==> config.mk <==
export PLATFORM = sky130hd
export DESIGN_NAME = nios2_ls_pio_led_blink
export DESIGN_NICKNAME = d
export VERILOG_FILES = /design/src/rtl/nios2_ls_pio_pkg.sv /design/src/rtl/nios2_ls_blink_prescaler.sv /design/src/rtl/nios2_ls_pio_led_blink.sv
export SDC_FILE = /design/constraint.sdc
export NUM_CORES = 1
export LEC_CHECK = 0
export ABC_AREA = 1
export CAP_MARGIN = 15
export CORE_MARGIN = 5
export CORE_UTILIZATION = 48
export DETAILED_ROUTE_END_ITERATION = 16
export PLACE_DENSITY = 0.83
export SYNTH_ARGS = -nofsm -noshare
export SYNTH_HDL_FRONTEND = slang
export SYNTH_SLANG_ARGS = --single-unit
==> constraint.sdc <==
create_clock -name clk -period 3.46 [get_ports clk]
set_input_delay 0.346 -clock clk [delete_from_list [all_inputs] [get_ports clk]]
set_output_delay 0.346 -clock clk [all_outputs]
set_load 0.01 [all_outputs]
==> src/rtl/nios2_ls_pio_pkg.sv <==
// Shared register map and data-update helpers for the LED PIO with blink support.
package nios2_ls_pio_pkg;

  localparam logic [2:0] ADDR_DATA     = 3'd0;
  localparam logic [2:0] ADDR_SET      = 3'd1;
  localparam logic [2:0] ADDR_CLEAR    = 3'd2;
  localparam logic [2:0] ADDR_TOGGLE   = 3'd3;
  localparam logic [2:0] ADDR_BLINK_EN = 3'd4;
  localparam logic [2:0] ADDR_PERIOD   = 3'd5;
  localparam logic [2:0] ADDR_STATUS   = 3'd6;
  localparam logic [2:0] ADDR_RSVD     = 3'd7;

  localparam int STATUS_PHASE_BIT  = 0;
  localparam int STATUS_ACTIVE_BIT = 1;

  // Encoding matches address[1:0] for the four DATA-modifying addresses.
  typedef enum logic [1:0] {
    DOP_LOAD   = 2'd0,
    DOP_SET    = 2'd1,
    DOP_CLEAR  = 2'd2,
    DOP_TOGGLE = 2'd3
  } data_op_e;

  function automatic logic [31:0] apply_data_op(input data_op_e   op,
                                                input logic [31:0] cur,
                                                input logic [31:0] wdata);
    logic [31:0] res;
    res = cur;
    case (op)
      DOP_LOAD:   res = wdata;
      DOP_SET:    res = cur | wdata;
      DOP_CLEAR:  res = cur & ~wdata;
      DOP_TOGGLE: res = cur ^ wdata;
      default:    res = cur;
    endcase
    return res;
  endfunction

endpackage

==> src/rtl/nios2_ls_blink_prescaler.sv <==
// Blink prescaler: counts 0..period-1 and toggles phase on each wrap; idle when period is 0.
module nios2_ls_blink_prescaler #(
  parameter int unsigned PERIOD_W = 24
) (
  input  logic                clk,
  input  logic                reset,
  input  logic [PERIOD_W-1:0] period,
  input  logic                restart,
  output logic                phase,
  output logic                phase_next
);

  logic [PERIOD_W-1:0] cnt_q, cnt_d;
  logic                phase_q, phase_d;

  // restart wins over the wrap so a shorter new period never waits for a wrap-around.
  always_comb begin
    cnt_d   = cnt_q;
    phase_d = phase_q;
    if (restart || (period == '0)) begin
      cnt_d   = '0;
      phase_d = 1'b0;
    end else if (cnt_q == (period - PERIOD_W'(1))) begin
      cnt_d   = '0;
      phase_d = ~phase_q;
    end else begin
      cnt_d   = cnt_q + PERIOD_W'(1);
    end
  end

  always_ff @(posedge clk) begin
    if (reset) begin
      cnt_q   <= '0;
      phase_q <= 1'b0;
    end else begin
      cnt_q   <= cnt_d;
      phase_q <= phase_d;
    end
  end

  assign phase      = phase_q;
  assign phase_next = phase_d;

endmodule

==> src/rtl/nios2_ls_pio_led_blink.sv <==
// Avalon-MM output PIO for LEDs with set/clear/toggle aliases and per-bit blinking.
module nios2_ls_pio_led_blink
  import nios2_ls_pio_pkg::*;
#(
  parameter int unsigned       WIDTH       = 9,
  parameter int unsigned       PERIOD_W    = 24,
  parameter logic [WIDTH-1:0]  RESET_VALUE = '0
) (
  input  logic             clk,
  input  logic             reset,
  input  logic [2:0]       address,
  input  logic             chipselect,
  input  logic             write_n,
  input  logic [31:0]      writedata,
  output logic [31:0]      readdata,
  output logic [WIDTH-1:0] out_port
);

  // Bus: a write is accepted on every clk edge with chipselect && !write_n (no
  // wait states); readdata is a pure function of address and current registers.
  logic                wr_en;
  logic [WIDTH-1:0]    data_q, data_d;
  logic [WIDTH-1:0]    blink_q, blink_d;
  logic [PERIOD_W-1:0] period_q, period_d;
  logic [WIDTH-1:0]    out_q, out_d;
  logic                restart;
  logic                phase, phase_next;
  logic [31:0]         rdata;

  assign wr_en = chipselect & ~write_n;

  always_comb begin
    data_d   = data_q;
    blink_d  = blink_q;
    period_d = period_q;
    restart  = 1'b0;
    if (wr_en) begin
      case (address)
        ADDR_DATA, ADDR_SET, ADDR_CLEAR, ADDR_TOGGLE:
          data_d = WIDTH'(apply_data_op(data_op_e'(address[1:0]), 32'(data_q), writedata));
        ADDR_BLINK_EN:
          blink_d = writedata[WIDTH-1:0];
        ADDR_PERIOD: begin
          period_d = writedata[PERIOD_W-1:0];
          restart  = 1'b1;
        end
        default: ;
      endcase
    end
  end

  nios2_ls_blink_prescaler #(
    .PERIOD_W (PERIOD_W)
  ) u_prescaler (
    .clk        (clk),
    .reset      (reset),
    .period     (period_q),
    .restart    (restart),
    .phase      (phase),
    .phase_next (phase_next)
  );

  // The output flop is loaded from next-state values so it stays aligned with DATA/BLINK_EN/phase.
  assign out_d = data_d ^ (blink_d & {WIDTH{phase_next}});

  always_ff @(posedge clk) begin
    if (reset) begin
      data_q   <= RESET_VALUE;
      blink_q  <= '0;
      period_q <= '0;
      out_q    <= RESET_VALUE;
    end else begin
      data_q   <= data_d;
      blink_q  <= blink_d;
      period_q <= period_d;
      out_q    <= out_d;
    end
  end

  always_comb begin
    rdata = '0;
    case (address)
      ADDR_DATA, ADDR_SET, ADDR_CLEAR, ADDR_TOGGLE:
        rdata[WIDTH-1:0] = data_q;
      ADDR_BLINK_EN:
        rdata[WIDTH-1:0] = blink_q;
      ADDR_PERIOD:
        rdata[PERIOD_W-1:0] = period_q;
      ADDR_STATUS: begin
        rdata[STATUS_PHASE_BIT]  = phase;
        rdata[STATUS_ACTIVE_BIT] = (period_q != '0);
      end
      default: rdata = '0;
    endcase
  end

  assign readdata = rdata;
  assign out_port = out_q;

endmodule

After elaboration in Yosys (flattened, before gate mapping) --
Cells that the tools add are included.
Word-level totals: bits in registers 76, input bits 39, output and inout port bits 41, logic and storage cells 47
Cells by class: add/subtract/negate cells 2, eq/ne operators 10, multiplexer cells 12, bitwise operators 9, reduce and logical (&&, ||, !) cells 8
Operator list (number):
- 9-bit 2-to-1 mux | 4
- 9-bit case mux with 4 select lines | 1
- 24-bit by 1-bit adder with 24-bit output, second input constant | 1
- 24-bit equality test | 1
- 24-bit zero test | 1
- 24-bit nonzero test | 1
- 24-bit by 1-bit subtractor with 24-bit output, second input constant | 1
- 7-bit case mux with 3 select lines | 1
- 9-bit AND | 2
- 9-bit XOR | 2
- 15-bit 2-to-1 mux | 1
- 3-bit equality test, second input constant | 3
- 9-bit inverter | 1
- 9-bit OR | 1
- 2-bit case mux with 4 select lines | 1
- 3-bit by 2-bit equality test with 1-bit output, second input constant | 2
- 2-bit equality test, second input constant | 2
- 1-bit 2-to-1 mux | 4
- 4-bit OR reduction | 1
- 3-bit by 1-bit equality test with 1-bit output, second input constant | 1
- 3-bit zero test | 1
- 3-bit OR reduction | 1
- 2-bit by 1-bit equality test with 1-bit output, second input constant | 1
- 2-bit zero test | 1
- 4 further kinds | 5

Longest topological paths before layout --
word-level depth 7, gate-level depth with buffers 19, gate-level depth less buffers 19

By module --
A second synthesis with hierarchy kept.
Unflattened totals: cells, all modules 846, area total of the unflattened synthesis 5424.0 µm²
Modules (own cells, without submodules):
- nios2_ls_pio_led_blink | instances 1, cells an instance 440, area an instance 2992.9 µm², seq. area each 1021.0 µm²
- nios2_ls_blink_prescaler | instances 1, cells an instance 406, area an instance 2431.1 µm², seq. area each 500.5 µm²

Worst setup path after synthesis --
Ideal clock, no wire load.
path type register to register, from register period_q[0], to register out_q[0], in the netlist out_port[0], setup time 0.109 ns, arrival 1.998 ns, data required time 3.351 ns, slack 1.352 ns, stages on the path, launching flop included 19, buffers on the path 1, clock period less this slack 2.108 ns, cell sequence dfxtp_1 inv_1 ha_1 inv_1 nor2_4 nand2_1 nand2_1 nand2_1 nor2_1 nand2_1 nor2_1 nand2_1 nor2_2 nand3_2 nand2_4 buf_6 nand4_1 nand2_1 inv_1
On the way: longest elaborated chain between the ends 6, elaborated cells on any way between the ends 8, those cells by class add/sub: 1; eq/ne: 1; mux: 2; bitwise: 2; reduce/logical: 2
Ends and longest elaborated chain:
- from (decl) | RTL line nios2_ls_pio_led_blink.sv:24 | logic [PERIOD_W-1:0] period_q, period_d;
- from (signal assigned) | RTL line nios2_ls_pio_led_blink.sv:75 | period_q <= period_d;
- 24-bit by 1-bit subtractor with 24-bit output | RTL line nios2_ls_blink_prescaler.sv:23 | end else if (cnt_q == (period - PERIOD_W'(1))) begin
- 24-bit equality test | RTL line nios2_ls_blink_prescaler.sv:23
- 1-bit 2-to-1 mux | RTL line nios2_ls_blink_prescaler.sv:23
- 1-bit 2-to-1 mux (*) | RTL line nios2_ls_blink_prescaler.sv:20 | if (restart || (period == '0)) begin
- 9-bit AND (*) | RTL line nios2_ls_pio_led_blink.sv:64 | assign out_d = data_d ^ (blink_d & {WIDTH{phase_next}});
- 9-bit XOR (*) | RTL line nios2_ls_pio_led_blink.sv:64
- to (signal assigned) | RTL line nios2_ls_pio_led_blink.sv:76 | out_q <= out_d;
- to (decl) | RTL line nios2_ls_pio_led_blink.sv:25 | logic [WIDTH-1:0] out_q, out_d;
Every way passes the cells marked *; elsewhere a longest branch is shown, timed or not. A chain may end at the register's enable or synchronous reset.

Worst setup path in the final report --
from input address[0], to output readdata[15]
On the way: longest elaborated chain between the ends 2
Ends and longest elaborated chain:
- from (decl) | RTL line nios2_ls_pio_led_blink.sv:11 | input logic [2:0] address,
- 3-bit equality test | RTL line nios2_ls_pio_led_blink.sv:82 | case (address)
- 15-bit 2-to-1 mux | RTL line nios2_ls_pio_led_blink.sv:82
- to (decl) | RTL line nios2_ls_pio_led_blink.sv:15 | output logic [31:0] readdata,
Every way passes these cells.

==> summary.md <==
| Metric | Value |
|---|---|
| Final Setup Violations | 0 |
| Antenna cell count | 0 |
| Crit. End Element | primary output |
| Synth top area share | 0.303 |
| Highest clock rate | around 0.37 GHz |
| Yosys warnings | 0 |
| Synth area leaders | dfxtp_1 (30%), nand2_1 (12%), inv_1 (10%) |
| CTS clock-pin slew for the worst setup and hold paths | ~90 ps |
| Xor and xnor fraction of the mapped netlist area | 0.0377 |
| Hold-fix buffers, CTS | 0 |
| Minimum clock period | 2730 ps |
| Post-route DRC | 0 |
| First-pass GRT wire length | roughly 21000 um |
| Syn Inst Count | 768 |
| Area occupied by multi-input gates | around 2900 sq um |
| Largest net degree at the start of global routing | 34 |
| CTS Buf Count | 9 |
| Vias in the first global route | 4757 |
| Fin crit share | 0.788 |
| Post-Syn Area | ~5000 sq um |
| Register area | 1520 sq um |
| Clock Skew | around 11 ps |
| CP required | a little over 3000 ps |
| Via density | 5.09 |
| Initial antenna violation count | 0 |
| Fin. Hold Viols | 0 |
| Clock Tree Buf Depth | 2 |
| Die W | between 100 and 150 um |
| CP max stage delay | approximately 550 ps |
| Outcome | finished clean |
| Peak VDD IR | just under 0.3 mV |
| Grt met2 use | 0.358 |
| Seq cells post-synth | 76 |
| M1 GR Usage | 0.238 |
| Cell breakdown of the critical path | clkdlybuf4s50_1, inv_1, nor2_1, inv_2, nor2_4, inv_2, nor2_1, clkdlybuf4s50_1 |
| Root Buffer | clkbuf_8 |
| Synth Area in Simple Gates | 0.347 |
| Die H | around 110 um |
| Synth Area in Compound Gates | 0.128 |
| Die area | ~13000 sq um |
| Initial Util | 0.488 |
| Min-delay worst type | flop to flop |
| CP Launch Type | primary input |
| GP Congestion | approximately 0.95 |
| Ports | 80 |
| Largest family of logic cells by synthesized area | simple AND/OR/NAND/NOR gates |
| Pleak | between 2 and 3 nW |
| Htree depth | 3 |
| Commonest non-fill, non-tap cell in the layout | nand2_1 |
| Arrival @ worst endpoint | roughly 2400 ps |
| CTS sink count | between 70 and 80 |
| GRT met3 Usage | 0.0507 |
| Slew HR | 0.540 |
| Count of cell types in the netlist | 43 |
| Final ANT Viol Nets | 0 |
| RSZ-0062 raised after global routing | no |
| Post-Place Cell Area | between 5000 and 6000 sq um |
| Post-CTS Resized | 0 |
| Slew Limit Fails | 0 |
| Avg WL per Cell | between 10 and 15 um |
| Slowest CP cell | clkdlybuf4s50_1 |
| DP Worst Slack | between 700 and 800 ps |
| Layout Nets | just under 900 |
| Iter 0 DRT Violations | ~320 |
| GRT Total Usage | 0.205 |
| Area grow syn2layout | 19.3% |
| PwrDens | around 350 nW/um^2 |
| Worst-margin pin slew | 688 ps |
| Final WL | about 13000 um |
| Final worst slack | 733 ps |
| Mux cell area share after synthesis | 0 |
| Grt total ovfl | 0 |
| Fin area | around 6000 sq um |
| Critical path class | primary input to primary output |
| Post-synthesis average cell area | 6.53 sq um |
| Post-synth top area cell | dfxtp_1 |
| Drt pass-1 iters | 5 |
| Clk_lat worst skew | 370 ps |
| Crit Path Max Fanout | 16 |
| Register area share after synthesis | 0.303 |
| Post-CTS setup buffer count | 0 |
| Grt peak-use layer | met2 |
| Vias post-DR | around 5000 |
| DP HPWL | roughly 9400 um |
| Most frequent cells in the layout | nand2_1 (163), inv_1 (133), nor2_1 (92) |
| Cell Rows | 37 |
| Max Cap Viol | 0 |
| Total core area | 10300 sq um |
| TritonCTS clock tree | built |
| Setup TNS | 0 ps |
| Layout cells sized above 1 | 0.0694 |
| # port buffers | 63 |
| Adder-cell area share of the yosys netlist | 0.0524 |
| Fill cell count | ~960 |
==> cells by family (layout without fill, tap and decap cells) <==
group | after synthesis | count (layout)
other cells | 1 | 8
xor+xnor | 20 | 20
flops | 76 | 76
buf+inv | 164 | 225
compound gates | 110 | 110
simple gates | 376 | 376
fa+ha+maj | 21 | 21
==> power breakdown <==
| group | internal [W] | leakage [nW] | total (W) | switching [W] |
|---|---|---|---|---|
| sequential | 0.000897 | 0.616 | 0.000914 | 0.0000176 |
| combinational | 0.000157 | 2.09 | 0.000409 | 0.000252 |
| clock | 0.000411 | 0.110 | 0.000776 | 0.000365 |
| total | 0.00146 | 2.82 | 0.00210 | 0.000635 |
==> stage by stage <==
stage,total power (W),std cells,utilization,hold slack [ps]
finish,0.00210,972,0.582,473
global route,0.00222,972,0.582,508
CTS,0.00211,972,0.582,477
detailed placement,0.00134,956,0.560,455
global placement,0.00133,956,0.560,450
floorplan,0.00121,775,-,430
==> cells in the mapped netlist (all sizes together) <==
| cell | n |
|---|---|
| a31oi | 1 |
| nor4 | 2 |
| buf | 12 |
| a221o | 1 |
| dfxtp | 76 |
| nand3b | 3 |
| nor2 | 110 |
| o211ai | 1 |
| and3 | 1 |
| xnor2 | 7 |
| xnor3 | 1 |
| o22ai | 1 |
| conb | 1 |
| nand3 | 49 |
| clkinv | 1 |
| clkbuf | 13 |
| a221oi | 8 |
| o21bai | 1 |
| a22oi | 8 |
| nor3b | 5 |
| nand4 | 19 |
| inv | 138 |
| a21oi | 43 |
| xor2 | 12 |
| nor3 | 14 |
| nand2 | 170 |
| o221ai | 7 |
| o21ai | 38 |
| ha | 21 |
| or2 | 3 |
| o2111ai | 1 |
==> critical path, delay by kind of cell <==
family	cells	cell delay, ps
buffers and inverters	5	1500
AND/OR/NAND/NOR	3	510
==> per-layer routing <==
layer  vias up  routed length [um]
met4         0                 368
met3        29                 742
li1       2560                   -
met5         -                   0
met1      2215                5480
met2       147                6070
==> sequential cells by signal, indices dropped and copies added, names as in the netlist <==
signal / count
u_prescaler.phase: 1
period_q: 24
u_prescaler.cnt_q: 24
blink_q: 9
out_port: 9
data_q: 9
==> area by class of cell <==
type / instances / share of cell area
Clock buffer: 9 / 0.0207
Sequential cell: 76 / 0.254
Tap cell: 136 / 0.0284
Timing Repair Buffer: 70 / 0.114
Clock inverter: 7 / 0.0165
Multi-Input combinational cell: 535 / 0.479
Inverter: 139 / 0.0872
==> final timing paths <==
kind	start	end	slack (ps)	depth (start not counted)
setup / recovery	address[0]	readdata[15]	730	8
hold / removal	u_prescaler.cnt_q[0]	u_prescaler.cnt_q[0]	470	1
setup reg to reg	period_q[0]	out_port[0]	990	19
hold reg to reg	u_prescaler.cnt_q[0]	u_prescaler.cnt_q[0]	470	1
No activity file was read; power rests on OpenSTA's default activity.
